### src/rtl/amstrad_crtc_pkg.sv
// Shared definitions for the CRTC: register indices, CPC reset defaults and the
// vertical FSM state type.
package amstrad_crtc_pkg;

  localparam logic [4:0] R_HTOTAL    = 5'd0;
  localparam logic [4:0] R_HDISP     = 5'd1;
  localparam logic [4:0] R_HSYNCPOS  = 5'd2;
  localparam logic [4:0] R_SYNCWIDTH = 5'd3;
  localparam logic [4:0] R_VTOTAL    = 5'd4;
  localparam logic [4:0] R_VADJUST   = 5'd5;
  localparam logic [4:0] R_VDISP     = 5'd6;
  localparam logic [4:0] R_VSYNCPOS  = 5'd7;
  localparam logic [4:0] R_MAXRASTER = 5'd9;
  localparam logic [4:0] R_STARTH    = 5'd12;
  localparam logic [4:0] R_STARTL    = 5'd13;

  typedef struct packed {
    logic [7:0] htotal;
    logic [7:0] hdisp;
    logic [7:0] hsyncpos;
    logic [7:0] syncw;
    logic [6:0] vtotal;
    logic [4:0] vadjust;
    logic [6:0] vdisp;
    logic [6:0] vsyncpos;
    logic [4:0] maxraster;
    logic [5:0] start_h;
    logic [7:0] start_l;
  } crtc_regs_t;

  localparam crtc_regs_t REG_DEFAULTS = '{
    htotal:    8'd63,
    hdisp:     8'd40,
    hsyncpos:  8'd46,
    syncw:     8'h8E,
    vtotal:    7'd38,
    vadjust:   5'd0,
    vdisp:     7'd25,
    vsyncpos:  7'd30,
    maxraster: 5'd7,
    start_h:   6'h30,
    start_l:   8'h00
  };

  typedef enum logic {ACTIVE = 1'b0, ADJUST = 1'b1} vstate_e;

endpackage

### src/rtl/amstrad_crtc_regs.sv
// CPU side of the CRTC: address latch, register file and the R12/R13 read path.
module amstrad_crtc_regs
  import amstrad_crtc_pkg::*;
(
  input  logic       clk_i,
  input  logic       rst_i,
  input  logic       cs_i,
  input  logic       rs_i,
  input  logic       we_i,
  input  logic [7:0] d_i,
  output logic [7:0] q_o,
  output crtc_regs_t regs_o
);

  logic [4:0] addr_q;
  crtc_regs_t regs_q;
  logic [7:0] q_q, q_d;
  logic       wr;

  assign wr     = cs_i & we_i;
  assign q_o    = q_q;
  assign regs_o = regs_q;

  always_comb begin
    q_d = '0;
    if (rs_i) begin
      case (addr_q)
        R_STARTH: q_d = {2'b00, regs_q.start_h};
        R_STARTL: q_d = regs_q.start_l;
        default:  q_d = '0;
      endcase
    end
  end

  always_ff @(posedge clk_i or posedge rst_i) begin
    if (rst_i) begin
      addr_q <= '0;
      regs_q <= REG_DEFAULTS;
      q_q    <= '0;
    end else begin
      q_q <= q_d;
      if (wr && !rs_i) addr_q <= d_i[4:0];
      // R8 and unlisted indices fall through to default and are dropped
      if (wr && rs_i) begin
        case (addr_q)
          R_HTOTAL:    regs_q.htotal    <= d_i;
          R_HDISP:     regs_q.hdisp     <= d_i;
          R_HSYNCPOS:  regs_q.hsyncpos  <= d_i;
          R_SYNCWIDTH: regs_q.syncw     <= d_i;
          R_VTOTAL:    regs_q.vtotal    <= d_i[6:0];
          R_VADJUST:   regs_q.vadjust   <= d_i[4:0];
          R_VDISP:     regs_q.vdisp     <= d_i[6:0];
          R_VSYNCPOS:  regs_q.vsyncpos  <= d_i[6:0];
          R_MAXRASTER: regs_q.maxraster <= d_i[4:0];
          R_STARTH:    regs_q.start_h   <= d_i[5:0];
          R_STARTL:    regs_q.start_l   <= d_i;
          default:     ;
        endcase
      end
    end
  end

endmodule

### src/rtl/amstrad_crtc.sv
// 6845-class CRTC: character/line/row counters, ACTIVE/ADJUST vertical FSM,
// sync generation and video memory addressing, all advanced on CE.
module amstrad_crtc
  import amstrad_crtc_pkg::*;
(
  input  logic        CLK,
  input  logic        RESET,
  input  logic        CE,
  input  logic        CS,
  input  logic        RS,
  input  logic        WE,
  input  logic [7:0]  D,
  output logic [7:0]  Q,
  output logic [13:0] MA,
  output logic [4:0]  RA,
  output logic        HSYNC,
  output logic        VSYNC,
  output logic        DE
);

  crtc_regs_t regs;

  amstrad_crtc_regs u_regs (
    .clk_i  (CLK),
    .rst_i  (RESET),
    .cs_i   (CS),
    .rs_i   (RS),
    .we_i   (WE),
    .d_i    (D),
    .q_o    (Q),
    .regs_o (regs)
  );

  logic [7:0]  hcc_q, hcc_d;
  logic [4:0]  vlc_q, vlc_d;
  logic [6:0]  vcc_q, vcc_d;
  vstate_e     state_q, state_d;
  logic [4:0]  adj_cnt_q, adj_cnt_d;
  logic        hdisp_q, hdisp_d;
  logic        hs_q, hs_d;
  logic [3:0]  hs_cnt_q, hs_cnt_d;
  logic        vs_q, vs_d;
  logic [3:0]  vs_cnt_q, vs_cnt_d;
  logic        vs_done_q, vs_done_d;
  logic [13:0] ma_row_q, ma_row_d;
  logic [13:0] ma_next_q, ma_next_d;
  logic [13:0] ma_q, ma_d;
  logic        de_q, de_d;
  logic        line_end, row_end, frame_start;

  assign line_end = (hcc_q == regs.htotal);
  assign row_end  = (vlc_q == regs.maxraster);

  assign MA    = ma_q;
  assign RA    = vlc_q;
  assign HSYNC = hs_q;
  assign VSYNC = vs_q;
  assign DE    = de_q;

  always_comb begin
    hcc_d       = hcc_q;
    vlc_d       = vlc_q;
    vcc_d       = vcc_q;
    state_d     = state_q;
    adj_cnt_d   = adj_cnt_q;
    hdisp_d     = hdisp_q;
    hs_d        = hs_q;
    hs_cnt_d    = hs_cnt_q;
    vs_d        = vs_q;
    vs_cnt_d    = vs_cnt_q;
    vs_done_d   = vs_done_q;
    ma_row_d    = ma_row_q;
    ma_next_d   = ma_next_q;
    ma_d        = ma_q;
    de_d        = de_q;
    frame_start = 1'b0;

    if (CE) begin
      hcc_d = line_end ? 8'd0 : hcc_q + 8'd1;
      if (hcc_q == regs.hdisp && row_end)
        ma_next_d = ma_row_q + {6'd0, regs.hdisp};

      if (line_end) begin
        case (state_q)
          ACTIVE: begin
            if (row_end) begin
              vlc_d = 5'd0;
              if (vcc_q == regs.vtotal) begin
                if (regs.vadjust == 5'd0) begin
                  frame_start = 1'b1;
                end else begin
                  state_d   = ADJUST;
                  adj_cnt_d = regs.vadjust - 5'd1;
                end
              end else begin
                vcc_d    = vcc_q + 7'd1;
                ma_row_d = ma_next_q;
              end
            end else begin
              vlc_d = vlc_q + 5'd1;
            end
          end
          ADJUST: begin
            if (adj_cnt_q == 5'd0) begin
              frame_start = 1'b1;
            end else begin
              adj_cnt_d = adj_cnt_q - 5'd1;
              vlc_d     = vlc_q + 5'd1;
            end
          end
          default: state_d = ACTIVE;
        endcase

        if (frame_start) begin
          state_d   = ACTIVE;
          vcc_d     = 7'd0;
          vlc_d     = 5'd0;
          ma_row_d  = {regs.start_h, regs.start_l};
          vs_done_d = 1'b0;
        end

        // a running VSYNC keeps counting across a frame restart
        if (vcc_d == regs.vsyncpos && vlc_d == 5'd0 && !vs_done_d) begin
          vs_d      = 1'b1;
          vs_cnt_d  = regs.syncw[7:4] - 4'd1;
          vs_done_d = 1'b1;
        end else if (vs_q) begin
          if (vs_cnt_q == 4'd0) vs_d = 1'b0;
          else                  vs_cnt_d = vs_cnt_q - 4'd1;
        end
      end

      if (hcc_d == regs.hdisp)  hdisp_d = 1'b0;
      else if (hcc_d == 8'd0)   hdisp_d = 1'b1;

      if (hcc_d == regs.hsyncpos && regs.syncw[3:0] != 4'd0) begin
        hs_d     = 1'b1;
        hs_cnt_d = regs.syncw[3:0] - 4'd1;
      end else if (hs_q) begin
        if (hs_cnt_q == 4'd0) hs_d = 1'b0;
        else                  hs_cnt_d = hs_cnt_q - 4'd1;
      end

      de_d = hdisp_d && (vcc_d < regs.vdisp) && (state_d == ACTIVE);
      ma_d = ma_row_d + {6'd0, hcc_d};
    end
  end

  // hcc=0 is a display-start position, so the display flag comes out of reset set
  always_ff @(posedge CLK or posedge RESET) begin
    if (RESET) begin
      hcc_q     <= '0;
      vlc_q     <= '0;
      vcc_q     <= '0;
      state_q   <= ACTIVE;
      adj_cnt_q <= '0;
      hdisp_q   <= 1'b1;
      hs_q      <= 1'b0;
      hs_cnt_q  <= '0;
      vs_q      <= 1'b0;
      vs_cnt_q  <= '0;
      vs_done_q <= 1'b0;
      ma_row_q  <= {REG_DEFAULTS.start_h, REG_DEFAULTS.start_l};
      ma_next_q <= '0;
      ma_q      <= '0;
      de_q      <= 1'b0;
    end else begin
      hcc_q     <= hcc_d;
      vlc_q     <= vlc_d;
      vcc_q     <= vcc_d;
      state_q   <= state_d;
      adj_cnt_q <= adj_cnt_d;
      hdisp_q   <= hdisp_d;
      hs_q      <= hs_d;
      hs_cnt_q  <= hs_cnt_d;
      vs_q      <= vs_d;
      vs_cnt_q  <= vs_cnt_d;
      vs_done_q <= vs_done_d;
      ma_row_q  <= ma_row_d;
      ma_next_q <= ma_next_d;
      ma_q      <= ma_d;
      de_q      <= de_d;
    end
  end

endmodule

### config.mk
export PLATFORM = sky130hd
export DESIGN_NAME = amstrad_crtc
export DESIGN_NICKNAME = d
export VERILOG_FILES = /design/src/rtl/amstrad_crtc_pkg.sv /design/src/rtl/amstrad_crtc_regs.sv /design/src/rtl/amstrad_crtc.sv
export SDC_FILE = /design/constraint.sdc
export NUM_CORES = 1
export LEC_CHECK = 0
export ABC_AREA = 1
export BUFFER_PORTS_ARGS = -buffer_cell sky130_fd_sc_hd__buf_4
export CORE_MARGIN = 5
export CORE_UTILIZATION = 60
export DETAILED_ROUTE_END_ITERATION = 16
export MAX_ROUTING_LAYER = met4
export PLACE_DENSITY = 0.78
export SLEW_MARGIN = 25
export SYNTH_ARGS = -nofsm -noshare
export SYNTH_HDL_FRONTEND = slang
export SYNTH_SLANG_ARGS = --single-unit
### constraint.sdc
create_clock -name CLK -period 5.5 [get_ports CLK]
set_input_delay 0 -clock CLK [delete_from_list [all_inputs] [get_ports CLK]]
set_output_delay 0 -clock CLK [all_outputs]
set_load 0.005 [all_outputs]
==> Word level (Yosys, flattened, before mapping) <==
Cells that the tools add are included.
{ "op_classes": {"n_lt_le_gt_ge": 1, "shifts": 0, "n_mul": 0, "bitwise_logic": 3, "n_addsub": 11, "n_eq_ne": 23, "div": 0, "mux": 61, "n_reduce_logical": 36} }
{ "op_table": {"columns": ["op", "n"], "rows": [
  ["$mux W14", 6],
  ["$mux W7", 8],
  ["$mux W5", 9],
  ["$eq A8 B8 Y1", 4],
  ["$add A14 B8 Y14", 2],
  ["$mux W1", 26],
  ["$reduce_and A2 Y1", 13],
  ["$mux W4", 6],
  ["$eq A5 B3 Y1 const B", 4],
  ["$logic_not A5 Y1", 4],
  ["$pmux W5 S2", 2],
  ["$mux W8", 2],
  ["$pmux W8 S2", 1],
  ["$sub A4 B1 Y4 const B", 4],
  ["$eq A5 B4 Y1 const B", 3],
  ["$eq A7 B7 Y1", 2],
  ["$ne A2 B2 Y1 const B", 6],
  ["$eq A5 B2 Y1 const B", 2],
  ["$sub A5 B1 Y5 const B", 2],
  ["$add A8 B1 Y8 const B", 1],
  ["$logic_and A1 B1 Y1", 8],
  ["$logic_not A4 Y1", 2],
  ["$logic_not A8 Y1", 1],
  ["$add A7 B1 Y7 const B", 1],
  ["other kinds (13)", 16]
]} }
{ "word_totals": {"output_inout_bits": 30, "ram_bits": 0, "romBits": 0, "n_memories": 0, "register_bits": 171, "wordCells": 163, "in_bits": 14, "latchBits": 0} }

==> Depth between registers and ports, before layout <==
Gate-level depths: netlist of the first run.
{ "depth": {"word_depth": 15, "mapped_depth": 32, "depth_no_buf": 29} }

==> Modules after synthesis <==
Synthesis of the first run repeated with hierarchy kept, for this count alone.
{ "hier_totals": {"hier_cells": 1322, "area_unflattened_um2": 9970.8} }
{ "modules_own_cells": {"columns": ["mod", "cells_per_inst", "area_per_inst_um2", "seq_area_each_um2", "n_inst"], "rows": [
  ["amstrad_crtc", 908, 6271.0, 2030.7, 1],
  ["amstrad_crtc_regs", 414, 3699.8, 2290.9, 1]
]} }

==> Worst setup path before layout of the first run <==
No wires, ideal clock.
{ "synth_timing": {"path_type": "flip-flop to flip-flop", "startpoint": "reg u_regs.regs_q, in the netlist u_regs.regs_o[14]", "endpoint": "reg ma_q[12] (netlist: MA[12])", "required_ps": 5370, "synth_period_minus_slack_ps": 3924, "slack_ps": 1576, "path_stages_with_launch": 32, "t_arrival_ps": 3794, "setup_time_ps": 130, "n_path_buf": 2, "cell_sequence": "dfstp_2 inv_1 nand2_1 nand2_2 nor2_4 nand2_2 nor2_8 nand2_4 nor2_4 nand2_2 clkbuf_1 buf_2 nand2_1 o211ai_1 nand2_1 ha_1 inv_1 fa_1 nor2_1 inv_1 o21ai_0 inv_1 nor2_1 nor2_1 o21bai_1 nand2_1 nand2_1 a21oi_1 nor2_1 nand3_1 xor2_1 o21ai_1"} }
{ "synth_via": {"elab_chain_cells": 9, "word_cells_on_any_way": 11, "cone_classes": "add/sub (1); eq/ne (1); mux (9)"} }
{ "synth_lines": {"columns": ["element", "line_no", "rtl"], "rows": [
  ["start, declared", "amstrad_crtc_regs.sv:16", "crtc_regs_t regs_q;"],
  ["$eq A5 B5 Y1 (*)", "amstrad_crtc.sv:52", "assign row_end = (vlc_q == regs.maxraster);"],
  ["$mux W1", "amstrad_crtc.sv:86", "if (row_end) begin"],
  ["$pmux W1 S2", "amstrad_crtc.sv:84", "case (state_q)"],
  ["$mux W1", "amstrad_crtc.sv:83", "if (line_end) begin"],
  ["$mux W1", "amstrad_crtc.sv:78", "if (CE) begin"],
  ["$mux W14 (*)", "amstrad_crtc.sv:114", "if (frame_start) begin"],
  ["$mux W14 (*)", "amstrad_crtc.sv:83", null],
  ["$mux W14 (*)", "amstrad_crtc.sv:78", null],
  ["$add A14 B8 Y14 (*)", "amstrad_crtc.sv:145", "ma_d = ma_row_d + {6'd0, hcc_d};"],
  ["end signal, assigned", "amstrad_crtc.sv:181", "ma_q <= ma_d;"],
  ["end, declared", "amstrad_crtc.sv:47", "logic [13:0] ma_q, ma_d;"]
]} }
Mark *: on every way between the ends. The rest lies on a longest branch, timed or not. The select of a mux whose other input is x is not followed.
A chain may end at the register's enable or synchronous reset.

==> Final worst setup path of the first run <==
{ "layout_timing": {"startpoint": "reg vlc_q[4] (netlist: RA[4])", "endpoint": "reg ma_q[13] (netlist: MA[13])"} }
{ "layout_via": {"elab_chain_cells": 9, "word_cells_on_any_way": 11, "cone_classes": "add/sub (1); eq/ne (1); mux (9)"} }
{ "layout_lines": {"columns": ["element", "line_no", "rtl"], "rows": [
  ["start, declared", "amstrad_crtc.sv:35", "logic [4:0] vlc_q, vlc_d;"],
  ["start signal, assigned", "amstrad_crtc.sv:169", "vlc_q <= vlc_d;"],
  ["$eq A5 B5 Y1 (*)", "amstrad_crtc.sv:52", null],
  ["$mux W1", "amstrad_crtc.sv:86", null],
  ["$pmux W1 S2", "amstrad_crtc.sv:84", null],
  ["$mux W1", "amstrad_crtc.sv:83", null],
  ["$mux W1", "amstrad_crtc.sv:78", null],
  ["$mux W14 (*)", "amstrad_crtc.sv:114", null],
  ["$mux W14 (*)", "amstrad_crtc.sv:83", null],
  ["$mux W14 (*)", "amstrad_crtc.sv:78", null],
  ["$add A14 B8 Y14 (*)", "amstrad_crtc.sv:145", null]
]} }
Marked as above.

==> metrics.cfg, run 1 <==
[critical_path]
crit_path_cell_trace=xnor2_1 > nand3_2 > nor2_8 > nand2_4 > nor2_4 > nand2_2 > o21ai_0 > inv_1 > a22oi_1 > inv_1 > ha_1 > nand2_1 > nand2_1 > a21oi_1 > o31ai_1 > a21oi_1 > o21ai_0 > nand2_1 > nand2_1 > and3_1 > nand4_1 > a22oi_1 > o21ai_1
cp_num_cells=23
crit_path_end=MA[13]$_DFFE_PP0P_
reg2regPathDepth=23
crit_arrival_ns=4.72
critPathSlowestCell=dfrtp_1
worst-path-buf-inv=2
critPathMaxStageDelay_ns=0.43
required_ns=5.83
crit_family=simple AND/OR/NAND/NOR gates
crit_start=RA[4]$_DFFE_PP0P_
critPathLaunchType=register
cp-end-kind=register
rrSetupSlack_ns=1.11
path_max_fanout=26
crit_top_cell=nand2_1
r2r-start=RA[4]$_DFFE_PP0P_
crit_type=reg2reg
rr_endpoint=MA[13]$_DFFE_PP0P_

[synth]
synth_mux_area_frac=0.00104
synth-edff-count=0
ys_seq_area_frac=0.449
netlist.area_leader.share=0.356
synth_compound_area_frac=0.134
syn_nets=1280
syn_area_sq_um=9620
yosys_most_used_dff=dfrtp_1
synth_top_cell_by_area=dfrtp_1
synthDistinctLibCells=54
synth_xor_area_frac=0.0373
ys_warn_count=0
synth_fa_ha_area_frac=0.0406
synth_cells=1236
syn_avg_cell_area_sq_um=7.79
synth_top_family_by_area=simple AND/OR/NAND/NOR gates
ys_top_cells_by_area=dfrtp_1 36%, nand2_1 14%, dfstp_2 9.3%
ys_async_sr_fraction=1.00
synthSimpleGateAreaFrac=0.263
ys_ff_latch=171

[timing]
maxSlewHeadroom=0.284
slew_violations=0
period_share=0.798
min_period_ns=4.39
setup_tns_ns=0
grt_setup_unrepaired=no
skew_ns=0.0141
hold_viol=0
max_freq_ghz=0.228
worst_pin_slew_ns=1.07
setup_viol=0
hold_slack_ns=0.0142

[global_routing]
gr-total-overflow=0
grt_pass1_vias=7849
grt_pass1_wl_um=40300
antenna_found_initial=0
grt_usage=0.286
grt_max_degree=114

[routing]
num_vias=8435
top_layer_used=met4
vias_per_cell=5.65
first_iter_violations=956
met2_wirelength_um=11000
detail-route-antenna-nets=0
drc=0
wl_per_cell_um=16.5
wl_met1_um=11200
dr.pass1.iters=5
met3WireLength_um=1720
drt_wl_total_um=24700

[finish]
final_cell_mix=362 x nand2_1, 167 x o21ai_0, 137 x dfrtp_1, 129 x inv_1, 66 x nor2_1
instances_no_fill=1492
nFillCells=1296
fin_nets=1307
synthToLayoutAreaGrowth_pct=11.5
layout_commonest_cell=nand2_1
drive_above_1_share=0.132
diodes=0
postLayoutCoreUtil=0.678

[cts]
htreeDepth=4
cts-root-buf=clkbuf_16
clk_pin_slew_ns=0.08
cts_setup_buffers=0
clock_sinks=171
clockBufferDepth=2
cts_tree=yes
clk_latency_ns=0.45
numCtsBuffers=17

[outcome]
status=finished clean

[power]
vdd_drop_max_mv=0.290
p_per_area_nw_per_um2=500
leakagePower_nw=5.17

[floorplanning]
row_count=46
fp.dieH_um=137
start_util=0.608
coreArea_sq_um=15800
die_area_sq_um=18700
io_pins=44
dieWidth_um=137

[placed_design]
portBuffers=43
place_congestion=0.943
place_inst=1457
place_hpwl_um=17000

[worst_hold_path]
hold_path_class=in2reg
min_path_cells=2

[job]
max-cap-violations=0

repair_timing:
item                      CTS  global route
hold buffers                3             0
resized for setup           0             0
hold endpoints to repair  109             0
flip-flops by register name, indices dropped and copies added, names as in the netlist, 4 cells and up:
signal and count:
u_regs.regs_o 77, MA 14, ma_next_q 14, ma_row_q 14, hcc_q 8, u_regs.q_o 8
vcc_q 7, RA 5, adj_cnt_q 5, u_regs.addr_q 5, hs_cnt_q 4, vs_cnt_q 4
kinds of logic after synthesis:
group	count (synthesis)
flip-flops	171
AND/OR/NAND/NOR	568
adder cells (fa/ha/maj)	30
AO/OA/AOI/OAI	239
XOR/XNOR	41
buffers and inverters	186
multiplexers	1
how the worst min path moves through the flow:
stage / start / end / slack (ns)
after floorplan: D[0] / u_regs.regs_o[14]$_DFFE_PP1P_ / 0.14
after global placement: RESET / MA[0]$_DFFE_PP0P_ / 0.32
after detailed placement: RESET / hcc_q[5]$_DFFE_PP0P_ / 0.32
after CTS: CE / hcc_q[6]$_DFFE_PP0P_ / 0.008
after global routing: CE / HSYNC$_DFFE_PP0P_ / 0.03
final: CE / HSYNC$_DFFE_PP0P_ / 0.01
per-layer routing:
| layer | up-vias | track usage |
|---|---|---|
| met2 | 308 | 0.418 |
| met5 | - | - |
| met4 | 0 | 0.111 |
| met3 | 58 | 0.0449 |
| met1 | 4004 | 0.404 |
| li1 | 4065 | - |
metrics by stage:
stage | area, sq um | worst slack [ns] | total power (W)
detailed placement | 10100 | 1.17 | 0.00403
CTS | 10700 | 1.15 | 0.00535
global placement | 10100 | 1.28 | 0.00398
finish | 10700 | 1.11 | 0.00536
floorplan | 9620 | 0.924 | 0.00346
global route | 10700 | 0.605 | 0.00574
where the power goes:
part / switching [W] / internal [W] / leakage, nW
Sequential: 0.000370 / 0.00164 / 2.16
Clock: 0.000565 / 0.000736 / 0.305
Combinational: 0.00126 / 0.000791 / 2.70
Total: 0.00219 / 0.00317 / 5.17
synth_stat cells, types with 11 or more instances:
master / count
xor2_1: 28
a21oi_1: 27
nand3_1: 56
xnor2_1: 13
nand4_1: 18
dfstp_2: 34
nor3_1: 11
o211ai_1: 13
o21ai_0: 167
nand2_1: 362
inv_1: 130
nand2_2: 11
clkbuf_1: 29
ha_1: 28
dfrtp_1: 137
nor2_1: 66
o21ai_1: 12
worst register-to-register path, delay by kind of cell (launching register included):
kind	cells	cell delay, ns
compound gates	8	1.55
xor+xnor	1	0.28
fa+ha+maj	1	0.28
buf+inv	2	0.14
flops	1	0.43
simple gates	11	1.61
area by class of cell:
| type | count | area [sq um] | area share |
|---|---|---|---|
| clock buffers | 18 | 429 | 0.0400 |
| clock inverters | 14 | 200 | 0.0187 |
| inverters | 145 | 557 | 0.0519 |
| multi-input cells | 879 | 4580 | 0.427 |
| flip-flops and latches | 171 | 4320 | 0.403 |
| well taps | 216 | 270 | 0.0252 |
| repair buffers | 49 | 375 | 0.0350 |
Power figures use the tool's default switching activity.
==> run 2: changes to the inputs <==
==> constraint.sdc (replaced) <==
create_clock -name CLK -period 4.3 [get_ports CLK]
set_input_delay 0 -clock CLK [delete_from_list [all_inputs] [get_ports CLK]]
set_output_delay 0 -clock CLK [all_outputs]
set_load 0.005 [all_outputs]
==> metrics.cfg, run 2 (synthesized netlist as in run 1, its figures left out) <==
[outcome]
status=finished clean  ; unchanged

[critical_path]
rr_endpoint=MA[12]$_DFFE_PP0P_  ; was MA[13]$_DFFE_PP0P_
required_ns=4.61  ; was 5.83 ns
crit_arrival_ns=4.31  ; was 4.72 ns
critPathSlowestCell=dfstp_2  ; was dfrtp_1
r2r-start=u_regs.regs_o[14]$_DFFE_PP1P_  ; was RA[4]$_DFFE_PP0P_
crit_top_cell=nand2_1  ; unchanged
cp-end-kind=register  ; unchanged
critPathMaxStageDelay_ns=0.55  ; was 0.43 ns
reg2regPathDepth=29  ; was 23
rrSetupSlack_ns=0.29  ; was 1.11 ns
path_max_fanout=10  ; was 26
crit_type=reg2reg  ; unchanged
critPathLaunchType=register  ; unchanged

[routing]
wl_met1_um=11300  ; was 11,200 um
drc=0  ; unchanged
met3WireLength_um=1890  ; was 1720 um
first_iter_violations=795  ; was 956
vias_per_cell=5.57  ; was 5.65
detail-route-antenna-nets=0  ; unchanged
dr.pass1.iters=6  ; was 5
met2_wirelength_um=10800  ; was 11,000 um
top_layer_used=met4  ; unchanged
num_vias=8365  ; was 8,435
wl_per_cell_um=16.4  ; was 16.5 um
drt_wl_total_um=24700  ; about the same

[floorplanning]
io_pins=44  ; unchanged
fp.dieH_um=137  ; unchanged
dieWidth_um=137  ; unchanged
row_count=46  ; unchanged
coreArea_sq_um=15800  ; unchanged
die_area_sq_um=18700  ; unchanged
start_util=0.608  ; unchanged

[timing]
maxSlewHeadroom=0.284  ; about the same
fin_ws_ns=0.295  ; was 1.11 ns
period_share=0.931  ; was 0.798
max_freq_ghz=0.250  ; was 0.228 GHz
skew_ns=0.00900  ; was 0.0141 ns
worst_pin_slew_ns=1.07  ; about the same
min_period_ns=4.01  ; was 4.39 ns
grt_setup_unrepaired=no  ; unchanged
setup_viol=0  ; unchanged
slew_violations=0  ; unchanged
hold_viol=0  ; unchanged
setup_tns_ns=0  ; unchanged

[placed_design]
place_hpwl_um=17300  ; was 17,000 um
place_ws_ns=0.224  ; was 1.17 ns
place_congestion=0.958  ; was 0.943
portBuffers=43  ; unchanged

[cts]
cts-root-buf=clkbuf_16  ; unchanged
clk_latency_ns=0.43  ; was 0.45 ns
htreeDepth=4  ; unchanged
clock_sinks=171  ; unchanged
numCtsBuffers=17  ; unchanged
cts_tree=yes  ; unchanged
clockBufferDepth=2  ; unchanged
clk_pin_slew_ns=0.07  ; was 0.08 ns

[finish]
layout_commonest_cell=nand2_1  ; unchanged
diodes=0  ; unchanged
largest_reg_flops=77  ; unchanged
nFillCells=1320  ; was 1,296
drive_above_1_share=0.142  ; was 0.132
synthToLayoutAreaGrowth_pct=12.5  ; was 11.5%
final_cell_mix=362 x nand2_1, 165 x o21ai_0, 137 x dfrtp_1, 129 x inv_1, 64 x nor2_1  ; was 362 x nand2_1, 167 x o21ai_0, 137 x dfrtp_1, 129 x inv_1, 66 x nor2_1
fin_nets=1316  ; was 1,307

[global_routing]
grt_usage=0.288  ; was 0.286
grt_pass1_wl_um=40800  ; was 40,300 um
grt_max_degree=138  ; was 114
antenna_found_initial=0  ; unchanged
grt_pass1_vias=7937  ; was 7,849
gr-total-overflow=0  ; unchanged

[worst_hold_path]
hold_path_class=in2reg  ; unchanged
hp-start=D[7]  ; was CE
min_path_cells=3  ; was 2
hold-path-endpoint=u_regs.regs_o[68]$_DFFE_PP0P_  ; was HSYNC$_DFFE_PP0P_

[power]
p_per_area_nw_per_um2=637  ; was 500 nW/um^2
leakagePower_nw=5.24  ; was 5.17 nW
vdd_drop_max_mv=0.362  ; was 0.290 mV

[job]
max-cap-violations=0  ; unchanged

## run 2: changes by cell type in the layout (fill, tap and decap cells not counted), sizes merged
cell	change
clkinvlp	+2
clkinv	+1
inv	-5
buf	+10
clkbuf	+2
dlygate4sd3	-1
## run 2: power by group
part	internal, W	switching (W)	leakage (nW)	total (W)
clock network	0.000952	0.000676	0.298	0.00163
logic	0.00106	0.00166	2.78	0.00272
registers	0.00210	0.000453	2.16	0.00255
## run 2: what timing repair did
item                                    4_1_cts  5_1_grt
hold buffers                                  2        0
endpoints found under the setup margin        0        4
setup buffers                                 0        2
hold endpoints to repair                     40        0
resized for setup                             0       12
## run 2: how the worst max path moves through the flow
stage                                  startpoint                  to  slack, ns  depth (start not counted)
floorplan           u_regs.regs_o[14]$_DFFE_PP1P_  MA[12]$_DFFE_PP0P_       0.38                         31
global placement    u_regs.regs_o[14]$_DFFE_PP1P_  MA[13]$_DFFE_PP0P_       0.45                         26
detailed placement  u_regs.regs_o[14]$_DFFE_PP1P_  MA[12]$_DFFE_PP0P_       0.22                         29
CTS                             RA[4]$_DFFE_PP0P_  MA[12]$_DFFE_PP0P_       0.20                         26
global route        u_regs.regs_o[14]$_DFFE_PP1P_  MA[12]$_DFFE_PP0P_      0.007                         29
finish              u_regs.regs_o[14]$_DFFE_PP1P_  MA[12]$_DFFE_PP0P_       0.29                         29
## run 2: through the flow
stage               std cells  instance area [sq um]  power [W]  hold slack (ns)   util
floorplan                1236                   9630    0.00443            0.145      -
global placement         1465                  10100    0.00513            0.179  0.641
detailed placement       1465                  10100    0.00520            0.196  0.641
CTS                      1499                  10800    0.00685           0.0105  0.681
global route             1501                  10800    0.00741           0.0274  0.684
finish                   1501                  10800    0.00690           0.0253  0.684
## run 2: critical path: cells and delay by family, from the launching register on
family	cells	cell delay (ns)
buffers and inverters	4	0.20
AND/OR/NAND/NOR	17	1.84
flip-flops	1	0.55
AO/OA/AOI/OAI	5	0.55
XOR/XNOR	1	0.16
adder cells (fa/ha/maj)	2	0.57
## run 2: cell type report
type	count	area, sq um	area share
Multi-Input combinational cell	879	4610	0.425
Sequential cell	171	4320	0.399
Tap cell	216	270	0.0250
Clock buffer	20	457	0.0422
Clock inverter	12	159	0.0147
Inverter	145	557	0.0514
Timing Repair Buffer	58	460	0.0425
## run 2: metal layers
layer  GRT usage  up-vias
met4      0.0941        0
li1            -     4088
met5           -        -
met3      0.0585       53
met2       0.414      320
met1       0.412     3904
==> run 3: changes to the inputs <==
--- a/config.mk
+++ b/config.mk
@@ -15,4 +15,5 @@
 export SLEW_MARGIN = 25
 export SYNTH_ARGS = -nofsm -noshare
 export SYNTH_HDL_FRONTEND = slang
+export SYNTH_HIERARCHICAL = 1
 export SYNTH_SLANG_ARGS = --single-unit
==> constraint.sdc (replaced) <==
create_clock -name CLK -period 3.8 [get_ports CLK]
set_input_delay 0 -clock CLK [delete_from_list [all_inputs] [get_ports CLK]]
set_output_delay 0 -clock CLK [all_outputs]
set_load 0.005 [all_outputs]
==> metrics.cfg, run 3 <==
[outcome]
status=finished with violations  ; was finished clean
violations=setup timing

[synth]
synth_top_cell_by_area=dfrtp_1  ; unchanged
synth_compound_area_frac=0.0995  ; was 0.134
ys_top_cells_by_area=dfrtp_1 34%, nand2_1 16%, dfstp_2 9.0%  ; was dfrtp_1 36%, nand2_1 14%, dfstp_2 9.3%
synth_mux_area_frac=0.00213  ; was 0.00104
syn_nets=1366  ; was 1,280
ys_warn_count=6  ; was 0
synth_fa_ha_area_frac=0.0392  ; was 0.0406
ys_ff_latch=171  ; unchanged
synth_cells=1322  ; was 1,236
syn_area_sq_um=9970  ; was 9620 sq um
synth_top_family_by_area=simple AND/OR/NAND/NOR gates  ; unchanged
synth-edff-count=0  ; unchanged
netlist.area_leader.share=0.344  ; was 0.356
synth_top_cells_by_count=430 x nand2_1, 143 x nand3_1, 137 x dfrtp_1, 128 x inv_1, 88 x o21ai_0  ; was 362 x nand2_1, 167 x o21ai_0, 137 x dfrtp_1, 130 x inv_1, 66 x nor2_1
ys_async_sr_fraction=1.00  ; unchanged
yosys_most_used_dff=dfrtp_1  ; unchanged
synth_xor_area_frac=0.0299  ; was 0.0373
synthDistinctLibCells=49  ; was 54
synthSimpleGateAreaFrac=0.321  ; was 0.263
synth_most_common_cell=nand2_1  ; unchanged
syn_avg_cell_area_sq_um=7.54  ; was 7.79 sq um
ys_seq_area_frac=0.433  ; was 0.449

[timing]
hold_viol=0  ; unchanged
skew_ns=0.0100  ; was 0.00900 ns
maxSlewHeadroom=0.362  ; was 0.284
fin_ws_ns=-0.0000280  ; was 0.295 ns
slew_violations=0  ; unchanged
worst_pin_slew_ns=0.954  ; was 1.07 ns
min_period_ns=3.80  ; was 4.01 ns
max_freq_ghz=0.263  ; was 0.250 GHz
period_share=1.00  ; was 0.931
grt_setup_unrepaired=yes  ; was no
setup_viol=1  ; was 0

[finish]
layout_commonest_cell=nand2_1  ; unchanged
fin_nets=1427  ; was 1,316
instances_no_fill=1616  ; was 1,501
drive_above_1_share=0.157  ; was 0.142
synthToLayoutAreaGrowth_pct=14.3  ; was 12.5%
diodes=0  ; unchanged
final_cell_mix=423 x nand2_1, 142 x nand3_1, 135 x dfrtp_1, 123 x inv_1, 82 x o21ai_0  ; was 362 x nand2_1, 165 x o21ai_0, 137 x dfrtp_1, 129 x inv_1, 64 x nor2_1
largest_reg_flops=77  ; unchanged
nFillCells=1340  ; was 1,320
design_area_sq_um=11400  ; was 10,800 sq um

[global_routing]
grt_pass1_wl_um=42600  ; was 40,800 um
gr-total-overflow=0  ; unchanged
grt_usage=0.279  ; was 0.288
grt_pass1_vias=8472  ; was 7,937
antenna_found_initial=0  ; unchanged
grt_max_degree=52  ; was 138

[worst_hold_path]
hold_path_class=in2reg  ; unchanged

[cts]
cts-root-buf=clkbuf_16  ; unchanged
clk_pin_slew_ns=0.07  ; about the same
clk_latency_ns=0.44  ; was 0.43 ns
numCtsBuffers=17  ; unchanged
clockBufferDepth=2  ; unchanged
clock_sinks=171  ; unchanged
htreeDepth=4  ; unchanged
cts_tree=yes  ; unchanged

[floorplanning]
row_count=47  ; was 46
io_pins=44  ; unchanged
dieWidth_um=139  ; was 137 um
die_area_sq_um=19300  ; was 18,700 sq um
start_util=0.606  ; was 0.608
coreArea_sq_um=16500  ; was 15,800 sq um
fp.dieH_um=139  ; was 137 um

[critical_path]
reg2regPathDepth=31  ; was 29
path_max_fanout=6  ; was 10
rrSetupSlack_ns=-0.00003  ; was 0.29 ns
critPathSlowestCell=dfstp_2  ; unchanged
rr_endpoint=MA[13]$_DFFE_PP0P_  ; was MA[12]$_DFFE_PP0P_
worst-path-buf-inv=2  ; was 4
critPathLaunchType=register  ; unchanged
crit_family=simple AND/OR/NAND/NOR gates  ; unchanged
critPathMaxStageDelay_ns=0.54  ; was 0.55 ns
cp_num_cells=31  ; was 29
crit_arrival_ns=4.11  ; was 4.31 ns
crit_type=reg2reg  ; unchanged
r2r-start=u_regs/regs_o[40]$_DFFE_PP1P_  ; was u_regs.regs_o[14]$_DFFE_PP1P_
crit_top_cell=nand2_1  ; unchanged
crit_start=u_regs/regs_o[40]$_DFFE_PP1P_  ; was u_regs.regs_o[14]$_DFFE_PP1P_
crit_path_end=MA[13]$_DFFE_PP0P_  ; was MA[12]$_DFFE_PP0P_
required_ns=4.11  ; was 4.61 ns
cp-end-kind=register  ; unchanged

[routing]
wl_per_cell_um=16.4  ; about the same
detail-route-antenna-nets=0  ; unchanged
first_iter_violations=1133  ; was 795
num_vias=9219  ; was 8,365
dr.pass1.iters=6  ; unchanged
drt_wl_total_um=26400  ; was 24,700 um
vias_per_cell=5.70  ; was 5.57
drc=0  ; unchanged

[placed_design]
place_inst=1563  ; was 1,465
portBuffers=43  ; unchanged
place_hpwl_um=18600  ; was 17,300 um
place_congestion=0.923  ; was 0.958
place_area_sq_um=10500  ; was 10,100 sq um
place_ws_ns=0.106  ; was 0.224 ns

[power]
vdd_drop_max_mv=0.409  ; was 0.362 mV
p_per_area_nw_per_um2=697  ; was 637 nW/um^2
leakagePower_nw=5.66  ; was 5.24 nW

[job]
max-cap-violations=0  ; unchanged

==> run 3: cell count changes in the layout (fill, tap and decap cells not counted), sizes merged, moves of 7 or more <==
cell | before | now
nand3 | 65 | 149
o211ai | 13 | 20
nand4 | 19 | 28
nand2 | 375 | 441
buf | 56 | 78
o22ai | 2 | 13
o21ai | 182 | 99
dlygate4sd3 | 2 | 11
==> run 3: cell type report <==
cell class	count	area [sq um]	share of cell area
Clock buffer	18	429	0.0377
Clock inverter	14	173	0.0151
Inverter	138	520	0.0457
Multi-Input combinational cell	966	4970	0.436
Sequential cell	171	4320	0.379
Tap cell	220	275	0.0241
Timing Repair Buffer	89	707	0.0620
==> run 3: worst min-delay path, stage by stage <==
cell and delay [ns]:
buf_4 0.11, nand3_2 0.14, nor2_2 0.12, nand3_1 0.08
nand2_1 0.05
==> run 3: layer usage <==
metal | up-vias | routed length (um) | GRT usage
li1 | 4451 | - | -
met5 | - | 0 | -
met1 | 4356 | 11800 | 0.391
met3 | 45 | 1930 | 0.0507
met2 | 367 | 12100 | 0.423
met4 | 0 | 558 | 0.0747
==> run 3: logic make-up (layout without fill, tap and decap cells) <==
logic type,after synthesis,after routing
adder cells (fa/ha/maj),30,30
XOR/XNOR,34,34
AO/OA/AOI/OAI,175,175
buffers and inverters,185,259
multiplexers,2,2
flip-flops,171,171
AND/OR/NAND/NOR,725,725
==> run 3: how the worst min path moves through the flow <==
stage                                    end  start  cells past startpoint
2_1_floorplan  u_regs/regs_o[52]$_DFFE_PP1P_   D[7]                      2
3_3_place_gp         u_regs/q_o[5]$_DFF_PP0_  RESET                      2
3_5_place_dp         u_regs/q_o[5]$_DFF_PP0_  RESET                      2
4_1_cts        u_regs/regs_o[21]$_DFFE_PP1P_     CS                      5
5_1_grt        u_regs/regs_o[23]$_DFFE_PP1P_     CS                      5
6_report       u_regs/regs_o[21]$_DFFE_PP1P_     CS                      5
==> run 3: per-stage QoR <==
step                       util  power (W)     TNS, ns  hold slack (ns)
after floorplan               -    0.00497           0            0.112
after global placement    0.640    0.00581           0            0.155
after detailed placement  0.640    0.00591           0            0.155
after CTS                 0.683    0.00772           0           0.0624
after global routing      0.692    0.00852      -0.665            0.100
final                     0.692    0.00795  -0.0000280           0.0792
==> run 3: power by group <==
part	leakage, nW	internal [W]	switching [W]
clock network	0.279	0.00104	0.000750
logic	3.27	0.00138	0.00209
registers	2.11	0.00228	0.000409
total	5.66	0.00470	0.00325
==> run 3: repair_timing <==
item                                    in CTS  in global routing
gates resized for setup                      0                 33
endpoints found under the setup margin       0                  5
hold buffers                                11                  0
endpoints found under the hold margin      168                  0
setup buffers                                0                 10
